`config.mk`:
```
export PLATFORM = sky130hd
export DESIGN_NAME = buyruk_ffram_yazici
export DESIGN_NICKNAME = d
export VERILOG_FILES = /design/src/rtl/buyruk_ffram_yazici.sv
export SDC_FILE = /design/constraint.sdc
export NUM_CORES = 1
export LEC_CHECK = 0
export ABC_CLOCK_PERIOD_IN_PS = 3400
export CAP_MARGIN = 20
export CORE_MARGIN = 10
export CORE_UTILIZATION = 39
export DETAILED_ROUTE_END_ITERATION = 12
export SETUP_SLACK_MARGIN = 0.05
export SYNTH_ARGS = -nofsm -noshare
export SYNTH_HDL_FRONTEND = slang
export SYNTH_SLANG_ARGS = --single-unit
export TNS_END_PERCENT = 10
```
`constraint.sdc`:
```
create_clock -name clk_i -period 3.4 [get_ports clk_i]
set_input_delay 0.51 -clock clk_i [delete_from_list [all_inputs] [get_ports clk_i]]
set_output_delay 0.51 -clock clk_i [all_outputs]
set_load 0.02 [all_outputs]
```
`src/rtl/buyruk_ffram_yazici.sv`:
```
// Packs a 32-bit little-endian byte stream into 41-bit instruction FF-RAM entries (5 bytes + bit 40).
// Optional BUYRUK_FFRAM_ESLIK_EN: bit 40 carries even parity of lane 4 instead of a constant 1.
module buyruk_ffram_yazici #(
    parameter int ADRES_BIT = 9,
    parameter int SAYI_BIT  = 10
) (
    input  logic                 clk_i,
    input  logic                 rst_ni,
    input  logic                 istek_gecerli_i,
    output logic                 istek_hazir_o,
    input  logic [ADRES_BIT-1:0] istek_adres_i,
    input  logic [SAYI_BIT-1:0]  istek_sayi_i,
    input  logic                 veri_gecerli_i,
    output logic                 veri_hazir_o,
    input  logic [31:0]          veri_i,
    output logic [4:0]           wen_o,
    output logic [40:0]          data_o,
    output logic [ADRES_BIT-1:0] wadr_o,
    output logic                 mesgul_o,
    output logic                 tamam_o
);

    localparam logic [1:0] BOS   = 2'd0;
    localparam logic [1:0] AKIS  = 2'd1;
    localparam logic [1:0] TASMA = 2'd2;

    logic [1:0]           durum_q;
    logic [ADRES_BIT-1:0] adres_q;
    logic [2:0]           b_q;
    logic [11:0]          kalan_q;
    logic [3:0]           tasma_wen_q;
    logic [31:0]          tasma_dat_q;

    logic [2:0]  n;
    logic [3:0]  serit_m;
    logic [31:0] veri_m;
    logic [71:0] kaydir;
    logic [8:0]  maske;
    logic [3:0]  son;
    logic        bit40;

    // Useful bytes of this beat; later bytes of a short final beat are dropped.
    always_comb begin
        n       = (kalan_q >= 12'd4) ? 3'd4 : kalan_q[2:0];
        serit_m = '0;
        veri_m  = '0;
        for (int k = 0; k < 4; k++) begin
            serit_m[k]      = (3'(k) < n);
            veri_m[8*k +: 8] = serit_m[k] ? veri_i[8*k +: 8] : 8'h00;
        end
        // Lanes 0..4 land in the current entry, anything above spills into the next one.
        kaydir = {40'd0, veri_m} << {b_q, 3'b000};
        maske  = {5'd0, serit_m} << b_q;
        son    = {1'b0, b_q} + {1'b0, n};
`ifdef BUYRUK_FFRAM_ESLIK_EN
        bit40  = maske[4] & (^kaydir[39:32]);
`else
        bit40  = maske[4];
`endif
    end

    assign istek_hazir_o = (durum_q == BOS);
    assign veri_hazir_o  = (durum_q == AKIS);
    assign mesgul_o      = (durum_q != BOS);

    always_ff @(posedge clk_i or negedge rst_ni) begin
        if (!rst_ni) begin
            durum_q     <= BOS;
            adres_q     <= '0;
            b_q         <= '0;
            kalan_q     <= '0;
            tasma_wen_q <= '0;
            tasma_dat_q <= '0;
            wen_o       <= '0;
            data_o      <= '0;
            wadr_o      <= '0;
            tamam_o     <= 1'b0;
        end else begin
            wen_o   <= '0;
            data_o  <= '0;
            tamam_o <= 1'b0;
            case (durum_q)
                BOS: begin
                    if (istek_gecerli_i) begin
                        adres_q <= istek_adres_i;
                        b_q     <= '0;
                        kalan_q <= 12'(istek_sayi_i) * 12'd5;
                        if (istek_sayi_i == '0) tamam_o <= 1'b1;
                        else                    durum_q <= AKIS;
                    end
                end
                AKIS: begin
                    // kalan=0 here means the last write is on the port this cycle.
                    if (kalan_q == 12'd0) begin
                        durum_q <= BOS;
                        tamam_o <= 1'b1;
                    end else if (veri_gecerli_i) begin
                        wen_o   <= maske[4:0];
                        data_o  <= {bit40, kaydir[39:0]};
                        wadr_o  <= adres_q;
                        kalan_q <= kalan_q - 12'(n);
                        if (son > 4'd5) begin
                            tasma_wen_q <= maske[8:5];
                            tasma_dat_q <= kaydir[71:40];
                            b_q         <= 3'(son - 4'd5);
                            durum_q     <= TASMA;
                        end else if (son == 4'd5) begin
                            b_q     <= '0;
                            adres_q <= adres_q + 1'b1;
                        end else begin
                            b_q <= son[2:0];
                        end
                    end
                end
                TASMA: begin
                    wen_o   <= {1'b0, tasma_wen_q};
                    data_o  <= {9'd0, tasma_dat_q};
                    wadr_o  <= adres_q + 1'b1;
                    adres_q <= adres_q + 1'b1;
                    durum_q <= AKIS;
                end
                default: durum_q <= BOS;
            endcase
        end
    end

endmodule

```
======== After elaboration in Yosys (flattened, before gate mapping) ========
Index checks and enable logic that the tools add are counted.
operators by class
  add/sub/neg operators ................... 4
  $mul .................................... 1
  magnitude comparators ................... 6
  eq/ne operators ......................... 11
  shift operators ......................... 2
  mux-type cells .......................... 40
  bitwise logic cells ..................... 1
  reduce and logical (&&, ||, !) cells .... 12
operators with widths
  cell                   number
  $mux 41                2
  $pmux 41 s2            1
  $shl 32x6->72          1
  $mux 9                 7
  $mux 12                3
  $mux 8                 4
  $pmux 9 s3             1
  $pmux 12 s2            1
  $mux 3                 6
  $pmux 9 s2             1
  $ge 12x3->1 const B    1
  $logic_not 12->1       1
  $mul 10x3->12 const B  1
  $reduce_and 4->1       3
  $sub 12x3->12          1
  $logic_not 10->1       1
  $mux 2                 5
  $mux 5                 2
  $ne 2x2->1 const B     5
  $pmux 5 s2             1
  $add 9x1->9 const B    1
  $shl 4x3->9            1
  $lt 1x3->1 const A     2
  $lt 2x3->1 const A     2
  other kinds (19)       23
storage, ports and cells
  register bits after elaboration ......... 118
  input bits .............................. 55
  output and inout port bits .............. 59
  word-level logic and storage cells ...... 87

======== Logic depth before layout (Yosys ltp) ========
Gate-level depths: netlist (run 1).
  depth in word-level cells ............... 9
  depth in mapped cells ................... 16
  depth with buffers taken out ............ 12

======== Least setup slack after synthesis (run 1) ========
Ideal clock, no wire load.
  kind .................................... reg2reg
  start point ............................. reg kalan_q[2]
  end point ............................... reg tasma_dat_q[24]
  library setup time ...................... 0.136 ns
  arrival time ............................ 3.312 ns
  required time ........................... 3.264 ns
  setup slack ............................. -0.049 ns
  cell stages (with the launch flop) ...... 17
  path buffers ............................ 4
  clock period less this slack ............ 3.449 ns
  path through ............................ dfrtp_1 > clkbuf_1 > nor3_2 > and3_1 > buf_6 > inv_2 > clkbuf_1 > nor2_1 > fa_1 > inv_1 > ha_1 > or3_1 > o211ai_1 > nand2_1 > clkbuf_1 > nand2_1 > o21ai_0
between the ends
  cells in the longest elaborated chain, start to end .. 5
  elaborated cells between the ends (all ways) .. 16
  those cells by class .................... add/sub: 1; order compare: 6; shift: 1; mux: 5; bitwise: 1; reduce/logical: 2
RTL lines
  element                                                   RTL line  RTL
  start: declaration                                        30        logic [11:0] kalan_q;
  start signal: assignment                                  87        kalan_q <= 12'(istek_sayi_i) * 12'd5;
  start signal: assignment                                  101       kalan_q <= kalan_q - 12'(n);
  $ge 12x3->1                                               44        n = (kalan_q >= 12'd4) ? 3'd4 : kalan_q[2:0];
  $mux 3                                                    44
  $lt 1x3->1, or another cell as far along                  48        serit_m[k] = (3'(k) < n);
  $mux 8 / $gt 4x3->1 (equally long branches)               49, 102
  $shl 32x6->72 / $reduce_and 4->1 (equally long branches)  --
  end signal: assignment                                    104       tasma_dat_q <= kaydir[71:40];
  end: declaration                                          32        logic [31:0] tasma_dat_q;
Parallel ways exist; a longest one is shown, timed or not.
A chain may end at the register's enable or synchronous reset.

======== Worst setup path after layout (run 1) ========
  start point ............................. reg kalan_q[7]
  end point ............................... reg durum_q[1]
between the ends
  cells in the longest elaborated chain, start to end .. 6
  elaborated cells between the ends (all ways) .. 10
  those cells by class .................... add/sub: 1; order compare: 2; eq/ne: 2; mux: 3; reduce/logical: 2
RTL lines
  element                     RTL line  RTL
  $ge 12x3->1                 44
  $mux 3                      44
  $add 3x3->4                 54        son = {1'b0, b_q} + {1'b0, n};
  $gt 4x3->1                  102       if (son > 4'd5) begin
  $ne 3x1->1 (no line)        --
  $reduce_and 4->1 (no line)  --
  end signal: assignment      68        durum_q <= BOS;
  end signal: assignment      106       durum_q <= TASMA;
  end signal: assignment      120       durum_q <= AKIS;
  end: declaration            27        logic [1:0] durum_q;
Parallel ways exist; a longest one is shown, timed or not.

==> results of run 1 <==
-- cells by family after synthesis --
group | count (synthesis) | share of synthesized area (%)
fa+ha+maj | 31 | 6.00
buf+inv | 63 | 3.98
other cells | 1 | 0.0566
flops | 117 | 44.2
compound gates | 233 | 23.6
simple gates | 237 | 17.3
mux | 17 | 2.59
xor+xnor | 18 | 2.38
-- path summary, 6_finish.rpt --
kind | end | slack (ns)
setup / recovery | durum_q[1] | 0.31
hold reg to reg | tasma_dat_q[23] | 0.48
hold / removal | data_o[25] | 0.11
setup reg to reg | durum_q[1] | 0.31
max in group asynchronous | adres_q[0] | 2.46
min in group clk_i | tasma_dat_q[23] | 0.48
-- worst max-delay path, cell delays in order, from the launching register on --
cell and delay (ns):
dfrtp_1 0.44, nor3_2 0.09, and3_1 0.21, inv_2 0.14
nor2_2 0.07, fa_1 0.50, inv_1 0.07, ha_1 0.24
or3_1 0.39, o211ai_1 0.20, a21oi_1 0.11, or3_1 0.37
mux2i_1 0.14
-- cell usage after synthesis (3+ instances only) --
cell type and n:
o21a_1 3, o32ai_1 5, and3_1 8, o21ai_0 92
a211o_1 7, a211oi_1 3, ha_1 27, xor2_1 11
nand4_1 4, a21oi_1 25, nand2b_1 6, a22oi_1 19
clkbuf_1 33, o21bai_1 4, o22ai_1 4, nand3_1 20
nor2b_1 13, buf_2 7, and2_1 4, nor2_1 24
a22o_1 18, nor3_1 14, nand2_1 118, dfrtp_1 117
a2bb2oi_1 8, a222oi_1 15, o31ai_1 12, nand3b_1 3
mux2i_1 16, nor4_1 7, a21o_1 4, or3_1 3
inv_1 16, xnor2_1 7
-- cell type report --
| type | instances | share of cell area (%) |
|---|---|---|
| clock buffer | 18 | 5.06 |
| clock inverter | 14 | 2.00 |
| inverter | 18 | 0.778 |
| multi-input combinational | 537 | 39.8 |
| sequential | 117 | 33.7 |
| tap | 220 | 3.17 |
| timing repair buffer | 138 | 15.4 |
-- power groups by stage --
| stage | clock (mW) | sequential (mW) | combinational, mW |
|---|---|---|---|
| floorplan | 0 | 2.31 | 2.22 |
| global placement | 0 | 2.20 | 3.45 |
| detailed placement | 0 | 2.23 | 3.51 |
| CTS | 1.88 | 2.21 | 3.52 |
| global route | 1.94 | 2.28 | 3.93 |
| finish | 1.85 | 2.22 | 3.58 |
-- registers in the layout, indices dropped and copies added (netlist names) --
| signal | cells |
|---|---|
| tasma_dat_q | 32 |
| data_o | 41 |
| tamam_o | 1 |
| wen_o | 4 |
| wadr_o | 9 |
| adres_q | 9 |
| b_q | 3 |
| durum_q | 2 |
| tasma_wen_q | 4 |
| kalan_q | 12 |
-- timing repair --
item	4_1_cts	5_1_grt
gates resized for setup	0	7
buffers inserted	0	5
setup endpoints to repair	0	45
-- metal layers --
metal | vias to the layer above | wire length [um] | GRT usage (%)
li1 | 2853 | - | -
met1 | 2923 | 8720 | 21.5
met2 | 234 | 10100 | 29.6
met3 | 41 | 1420 | 5.07
met4 | 0 | 590 | 8.26
met5 | - | 0 | 0
==> flow_summary.ini, run 1 <==
[timing]
max-slew-margin-rel_pct = 31.2
drv_slew = 0
finalSetupTns_ns = 0
finClkSkew_ns = 0.00998
fin_crit_sh_pct = 91.0
setup_viol = 0
grt_setup_unrepaired = false
worst_slack_ns = 0.306
hold_slack_ns = 0.112
fin_crit_ns = 3.09
worst_pin_slew_ns = 1.02
finalHoldViolations = 0
fmax_mhz = 323

[placement]
dp_hpwl_um = 15500
gp_congestion = 0.983
dpl_cell_area_um2 = 8010
pre_cts_ws_ns = 0.222
port_buffers = 113
placedCellCount = 1025

[pwr]
pwr-share-clk_pct = 24.2
switchingPower_mw = 3.13
p_int_mw = 4.51
pwr-share-seq_pct = 29.0
swShare_pct = 41.0
power.total_mw = 7.65
p_leak_nw = 3.67
peakVddDrop_uv = 472
power.density_nw_per_um2 = 880
comb_power_share_pct = 46.8

[routing]
viasPerCell = 5.70
drt_iter0_drc = 703
antenna_left = 0
drcViolationCount = 0
dr.pass1.iters = 6
drt-total-wl_um = 20900
avgRoutedWirePerCell_um = 19.7
vias = 6051

[grt]
grt_usage_pct = 18.1
grt_max_degree = 71
grt_overflow = 0
grt_pass1_vias = 6051
grt_pass1_wl_um = 32100
antenna_found_initial = 0

[final_layout]
fin_area_um2 = 8690
layout_commonest_cell = nand2_1
area_growth_pct = 31.1
nFillCells = 1517
nNetsFinal = 913
antenna_cells = 0
multi_input_area_um2 = 3460
post-route-util_pct = 52.2
final_cells = 1062
final_cell_mix = nand2_1 (118), dfrtp_1 (114), clkdlybuf4s50_1 (112), o21ai_0 (92), ha_1 (27)
drive_above_1_share_pct = 8.79
regArea_um2 = 2930

[floorplanning]
core_um2 = 16600
die-area_um2 = 22600
die_w_um = 150
ios = 114
initial_core_util_pct = 39.8
fp-row-count = 47
die_y_um = 150

[yosys]
synth_area_leaders = dfrtp_1 (44%), o21ai_0 (6.9%), nand2_1 (6.7%), ha_1 (5.1%), mux2i_1 (2.4%)
synth_top_cell_area_share_pct = 44.2
syn_area_um2 = 6630
synth-main-ff-cell = dfrtp_1
yosys_warnings = 0
synth_edf_count = 0
netlist_instances = 717
synth_area_per_cell_um2 = 9.24
synthesis.nets = 801
ys_types = 62
netlist.top_cell.by_area = dfrtp_1
async_reset_ff_share_pct = 100
seq_area_frac_synth_pct = 44.2
ys_seq_elements = 117

[setup_path]
worstReg2RegStart = kalan_q[7]
cp_data_arrival_time_ns = 3.39
cp_max_fo = 8
end_kind = flip-flop
worst_setup_path_start_kind = flip-flop
required_ns = 3.70
worstSetupPathType = reg2reg
reg2reg_depth = 12
cp-startpoint = kalan_q[7]

[clock_tree]
cts_sinks = 117
cts_tree = yes
ctsHoldBuffers = 0
htreeDepth = 4
numCtsBuffers = 17
clk_path_buf_depth = 2
cts-root-buf = clkbuf_16
clk_pin_slew_ns = 0.06
clkLatencyLatePin_ns = 0.42

[outcome]
status = finished clean

[min_path]
hold_path_class = in2async

[flow_run]
maxCapViolCount = 0
Power figures use the tool's default switching activity.
==> run 2: changes to the inputs <==
Settings changed: SETUP_SLACK_MARGIN 0.05 to 0.5.
==> run 2 against run 1 <==
  * Via count increased by 2.3%
  * Combinational power grew 5%
  * Count of clock-buffer cells in the layout shrank 1
  * Critical endpoint is now adres_q[2]
  * Largest cell class unchanged
  * Highest routed layer unchanged
==> flow_summary.ini, run 2 (same netlist as run 1, synthesis figures left out) <==
[outcome]
status = finished clean

[floorplanning]
ios = 114
die_y_um = 150
core_um2 = 16600
initial_core_util_pct = 39.8
die-area_um2 = 22600
fp-row-count = 47
die_w_um = 150

[final_layout]
top_regs = data_o (41), tasma_dat_q (32), kalan_q (12)
largest_reg_flops = 41
antenna_cells = 0
final_cell_mix = nand2_1 (117), dfrtp_1 (112), clkdlybuf4s50_1 (112), o21ai_0 (86), buf_4 (29)
area_growth_pct = 34.0
layout_commonest_cell = nand2_1
nFillCells = 1506
top_register = data_o
drive_above_1_share_pct = 11.3
nNetsFinal = 922
fin_area_um2 = 8880

[grt]
grt_overflow = 0
grt_pass1_wl_um = 33700
grt_usage_pct = 19.0
antenna_found_initial = 0
grt_max_degree = 65
grt_pass1_vias = 6285

[routing]
drt_iter0_drc = 546
vias = 6193
viasPerCell = 5.78
drcViolationCount = 0
dr.pass1.iters = 8
antenna_left = 0
drt-total-wl_um = 21600
avgRoutedWirePerCell_um = 20.2

[setup_path]
worstSetupPathType = reg2reg
worst_setup_path_start_kind = flip-flop
crit_family = compound AO/OA/AOI/OAI gates
reg2reg_depth = 11
r2r_setup_slack_ns = 0.45
r2r_end = adres_q[2]
critical_path.cell_chain = nor4_4 -> and3_4 -> inv_8 -> nor2_4 -> fa_1 -> inv_2 -> ha_4 -> o2111a_2 -> a41oi_4 -> o32ai_1 -> a211o_1
crit_path_max_incr_delay_ns = 0.44
end_kind = flip-flop
cp_data_arrival_time_ns = 3.31
cp_slowest_cell = fa_1
required_ns = 3.76
cp_max_fo = 7
cp_num_buf_inv = 2
worstReg2RegStart = kalan_q[11]

[clock_tree]
cts_tree = yes
ctsHoldBuffers = 0
cts-root-buf = clkbuf_16
clkLatencyLatePin_ns = 0.42
clk_pin_slew_ns = 0.06
cts_sinks = 117
clk_path_buf_depth = 2
numCtsBuffers = 17
htreeDepth = 4

[timing]
finalSetupTns_ns = 0
worst_slack_ns = 0.447
drv_slew = 0
fin_crit_sh_pct = 86.8
finalHoldViolations = 0
grt_setup_unrepaired = true
fmax_mhz = 339
fin_crit_ns = 2.95
finClkSkew_ns = 0.00841
max-slew-margin-rel_pct = 32.8
setup_viol = 0
worst_pin_slew_ns = 1.00

[placement]
gp_congestion = 0.910
dp_hpwl_um = 15400
pre_cts_ws_ns = 0.0991
port_buffers = 113
dpl_cell_area_um2 = 8060

[pwr]
p_leak_nw = 3.71
peakVddDrop_uv = 432
power.density_nw_per_um2 = 878

[min_path]
hold_path_class = in2async

[flow_run]
maxCapViolCount = 0
-- run 2: cell types whose count changed in the layout (fill, tap and decap cells not counted), sizes merged --
cell,delta
buf,+6
bufinv,-1
a41oi,+2
inv,+2
-- run 2: where the power goes --
part | switching [mW] | leakage (nW) | internal, mW
Combinational | 2.21 | 1.87 | 1.55
Sequential | 0.367 | 1.55 | 1.86
Clock | 0.703 | 0.292 | 1.10
-- run 2: worst max-delay path by stage --
stage | from | end | slack, ns | depth (start not counted)
global route | kalan_q[11] | durum_q[1] | 0.34 | 12
detailed placement | kalan_q[10] | adres_q[7] | 0.1 | 11
global placement | kalan_q[10] | adres_q[7] | 0.26 | 11
finish | kalan_q[11] | adres_q[2] | 0.45 | 11
CTS | kalan_q[11] | durum_q[1] | 0.46 | 12
floorplan | kalan_q[2] | durum_q[0] | 0.32 | 15
-- run 2: what timing repair did --
action                                  CTS  global route
resized for setup                        19             3
pin swaps                                 7             4
hold endpoints to repair                  0             0
endpoints found under the setup margin   48            46
gates cloned                              2             0
setup buffers                             8             3
-- run 2: metrics by stage --
stage	total power, mW	hold slack, ns	util [%]	std cells
2_1_floorplan	4.59	0.214	-	717
4_1_cts	7.76	0.184	53.1	1067
5_1_grt	8.31	0.206	53.3	1071
3_5_place_dp	5.76	0.466	48.5	1025
3_3_place_gp	5.69	0.460	48.5	1025
6_report	7.79	0.157	53.3	1071
-- run 2: area by class of cell --
class | count | area [um^2] | share of cell area, %
clock buffers | 17 | 425 | 4.79
flip-flops and latches | 117 | 2930 | 33.0
multi-input cells | 539 | 3600 | 40.6
well taps | 220 | 275 | 3.10
inverters | 18 | 75.1 | 0.846
repair buffers | 145 | 1400 | 15.7
clock inverters | 15 | 170 | 1.92
-- run 2: metal layers --
| metal | routed length (um) | global-route usage [%] | vias to the layer above |
|---|---|---|---|
| met5 | 0 | 0 | - |
| met4 | 672 | 9.28 | 0 |
| met3 | 1580 | 4.53 | 47 |
| met2 | 10500 | 32.0 | 275 |
| met1 | 8890 | 22.1 | 2992 |
| li1 | - | - | 2879 |
==> run 3: changes to the inputs <==
Settings changed: CORE_MARGIN 10 to not set.
==> run 3 against run 2 <==
  * Count of clock-buffer cells in the layout rose by 4
  * Non-clock buffer count up 13
  * Sequential cell count is the same
  * Highest routed layer unchanged
==> flow_summary.ini, run 3 (same netlist as run 1, synthesis figures left out) <==
[outcome]
status = finished clean

[routing]
drt-total-wl_um = 21400
vias = 6234
antenna_left = 0
dr.pass1.iters = 9
drcViolationCount = 0
viasPerCell = 5.76
drt_iter0_drc = 519
avgRoutedWirePerCell_um = 19.8

[placement]
dp_hpwl_um = 14400
placedCellCount = 1026
port_buffers = 113
gp_congestion = 0.947

[timing]
fin_crit_ns = 2.97
max-slew-margin-rel_pct = 39.3
grt_setup_unrepaired = true
setup_viol = 0
finClkSkew_ns = 0.00915
finalSetupTns_ns = 0
fin_crit_sh_pct = 87.4
finalHoldViolations = 0
fmax_mhz = 337
worst_pin_slew_ns = 0.906
drv_slew = 0

[setup_path]
critical_path.cell_chain = buf_4 -> nor4_4 -> and3_1 -> nor2_1 -> a222oi_1 -> a2bb2oi_1 -> o21ai_0
cp_max_fo = 9
end_kind = flip-flop
required_ns = 3.70
worstSetupPathType = reg2reg
cp_slowest_cell = a222oi_1
crit_path_max_incr_delay_ns = 0.55
cp_num_buf_inv = 1
crit_family = simple AND/OR/NAND/NOR gates
worst_setup_path_start_kind = flip-flop
cp_data_arrival_time_ns = 3.27

[clock_tree]
numCtsBuffers = 17
cts-root-buf = clkbuf_16
htreeDepth = 4
cts_sinks = 117
clk_path_buf_depth = 2
cts_tree = yes
clk_pin_slew_ns = 0.06
ctsHoldBuffers = 0
clkLatencyLatePin_ns = 0.42

[grt]
grt_usage_pct = 24.2
antenna_found_initial = 0
grt_max_degree = 68
grt_pass1_vias = 6249
grt_overflow = 0
grt_pass1_wl_um = 32500

[pwr]
p_int_mw = 4.71
power.total_mw = 7.97
peakVddDrop_uv = 531
comb_power_share_pct = 49.1
power.density_nw_per_um2 = 880
pwr-share-clk_pct = 23.2
pwr-share-seq_pct = 27.8
swShare_pct = 40.9
switchingPower_mw = 3.26
p_leak_nw = 3.82

[min_path]
hold_path_class = in2async

[final_layout]
antenna_cells = 0
drive_above_1_share_pct = 12.6
final_cells = 1082
area_growth_pct = 36.6
nNetsFinal = 933
largest_reg_flops = 41
final_cell_mix = nand2_1 (115), clkdlybuf4s50_1 (112), dfrtp_1 (110), o21ai_0 (89), buf_4 (37)
top_regs = data_o (41), tasma_dat_q (32), kalan_q (12)
top_register = data_o
nFillCells = 1502
layout_commonest_cell = nand2_1

[floorplanning]
initial_core_util_pct = 40.0
fp-row-count = 47
ios = 114
die_w_um = 132
core_um2 = 16600
die-area_um2 = 17500
die_y_um = 132

[flow_run]
maxCapViolCount = 0
-- run 3: cell types whose count changed in the layout (fill, tap and decap cells not counted), sizes merged --
cell | before | now
buf | 32 | 43
clkbuf | 18 | 24
inv | 24 | 20
a41oi | 3 | 1
bufinv | 2 | 3
clkinvlp | 1 | 0
-- run 3: power groups by stage --
stage	logic (mW)	clock network, mW	registers, mW
after floorplan	2.28	0	2.32
after global placement	3.48	0	2.22
after detailed placement	3.53	0	2.25
after CTS	3.69	1.88	2.20
after global routing	4.25	1.93	2.27
final	3.91	1.85	2.21
-- run 3: layer usage --
metal,part of all wire (%),global-route usage [%],wire length [um]
met5,0,0,0
met4,3.4,11.8,726
met3,5.9,4.65,1260
met2,49,40.9,10600
met1,41,29.7,8860
-- run 3: path summary, 6_finish.rpt --
check                      slack (ns)  cells after the start               to             from
setup / recovery                 0.43                      7  tasma_dat_q[14]       kalan_q[7]
hold / removal                   0.20                      1       data_o[30]           rst_ni
setup reg to reg                 0.43                      7  tasma_dat_q[14]       kalan_q[7]
hold reg to reg                  0.48                      2  tasma_dat_q[18]  tasma_dat_q[18]
max in group asynchronous        2.42                      2       kalan_q[7]           rst_ni
min in group clk_i               0.48                      2  tasma_dat_q[18]  tasma_dat_q[18]
-- run 3: worst reg2reg max path: cells and delay by family, from the launching register on --
kind | cells | cell delay (ns)
compound gates | 3 | 1.03
buf+inv | 1 | 0.16
flops | 1 | 0.43
simple gates | 3 | 1.23
-- run 3: layout make-up --
cell class	instances	area, um^2	area share, %
tap	220	275	3.04
timing repair buffer	158	1570	17.4
inverter	18	75.1	0.829
multi-input combinational	537	3590	39.6
clock buffer	21	460	5.08
sequential	117	2940	32.4
clock inverter	11	149	1.64
-- run 3: through the flow --
stage	setup WS [ns]	hold WS (ns)	instance area, um^2	util [%]
after floorplan	0.317	0.214	6710	-
after global placement	0.251	0.459	8070	48.7
after detailed placement	0.200	0.466	8070	48.7
after CTS	0.455	0.217	8830	53.2
after global routing	0.317	0.272	9060	54.6
final	0.429	0.196	9060	54.6
-- run 3: what timing repair did --
item                                    CTS  global route
endpoints found under the setup margin   48            54
pin swaps                                 8             7
cloned                                    0             6
resized for setup                        13            16
setup buffers                            13             5
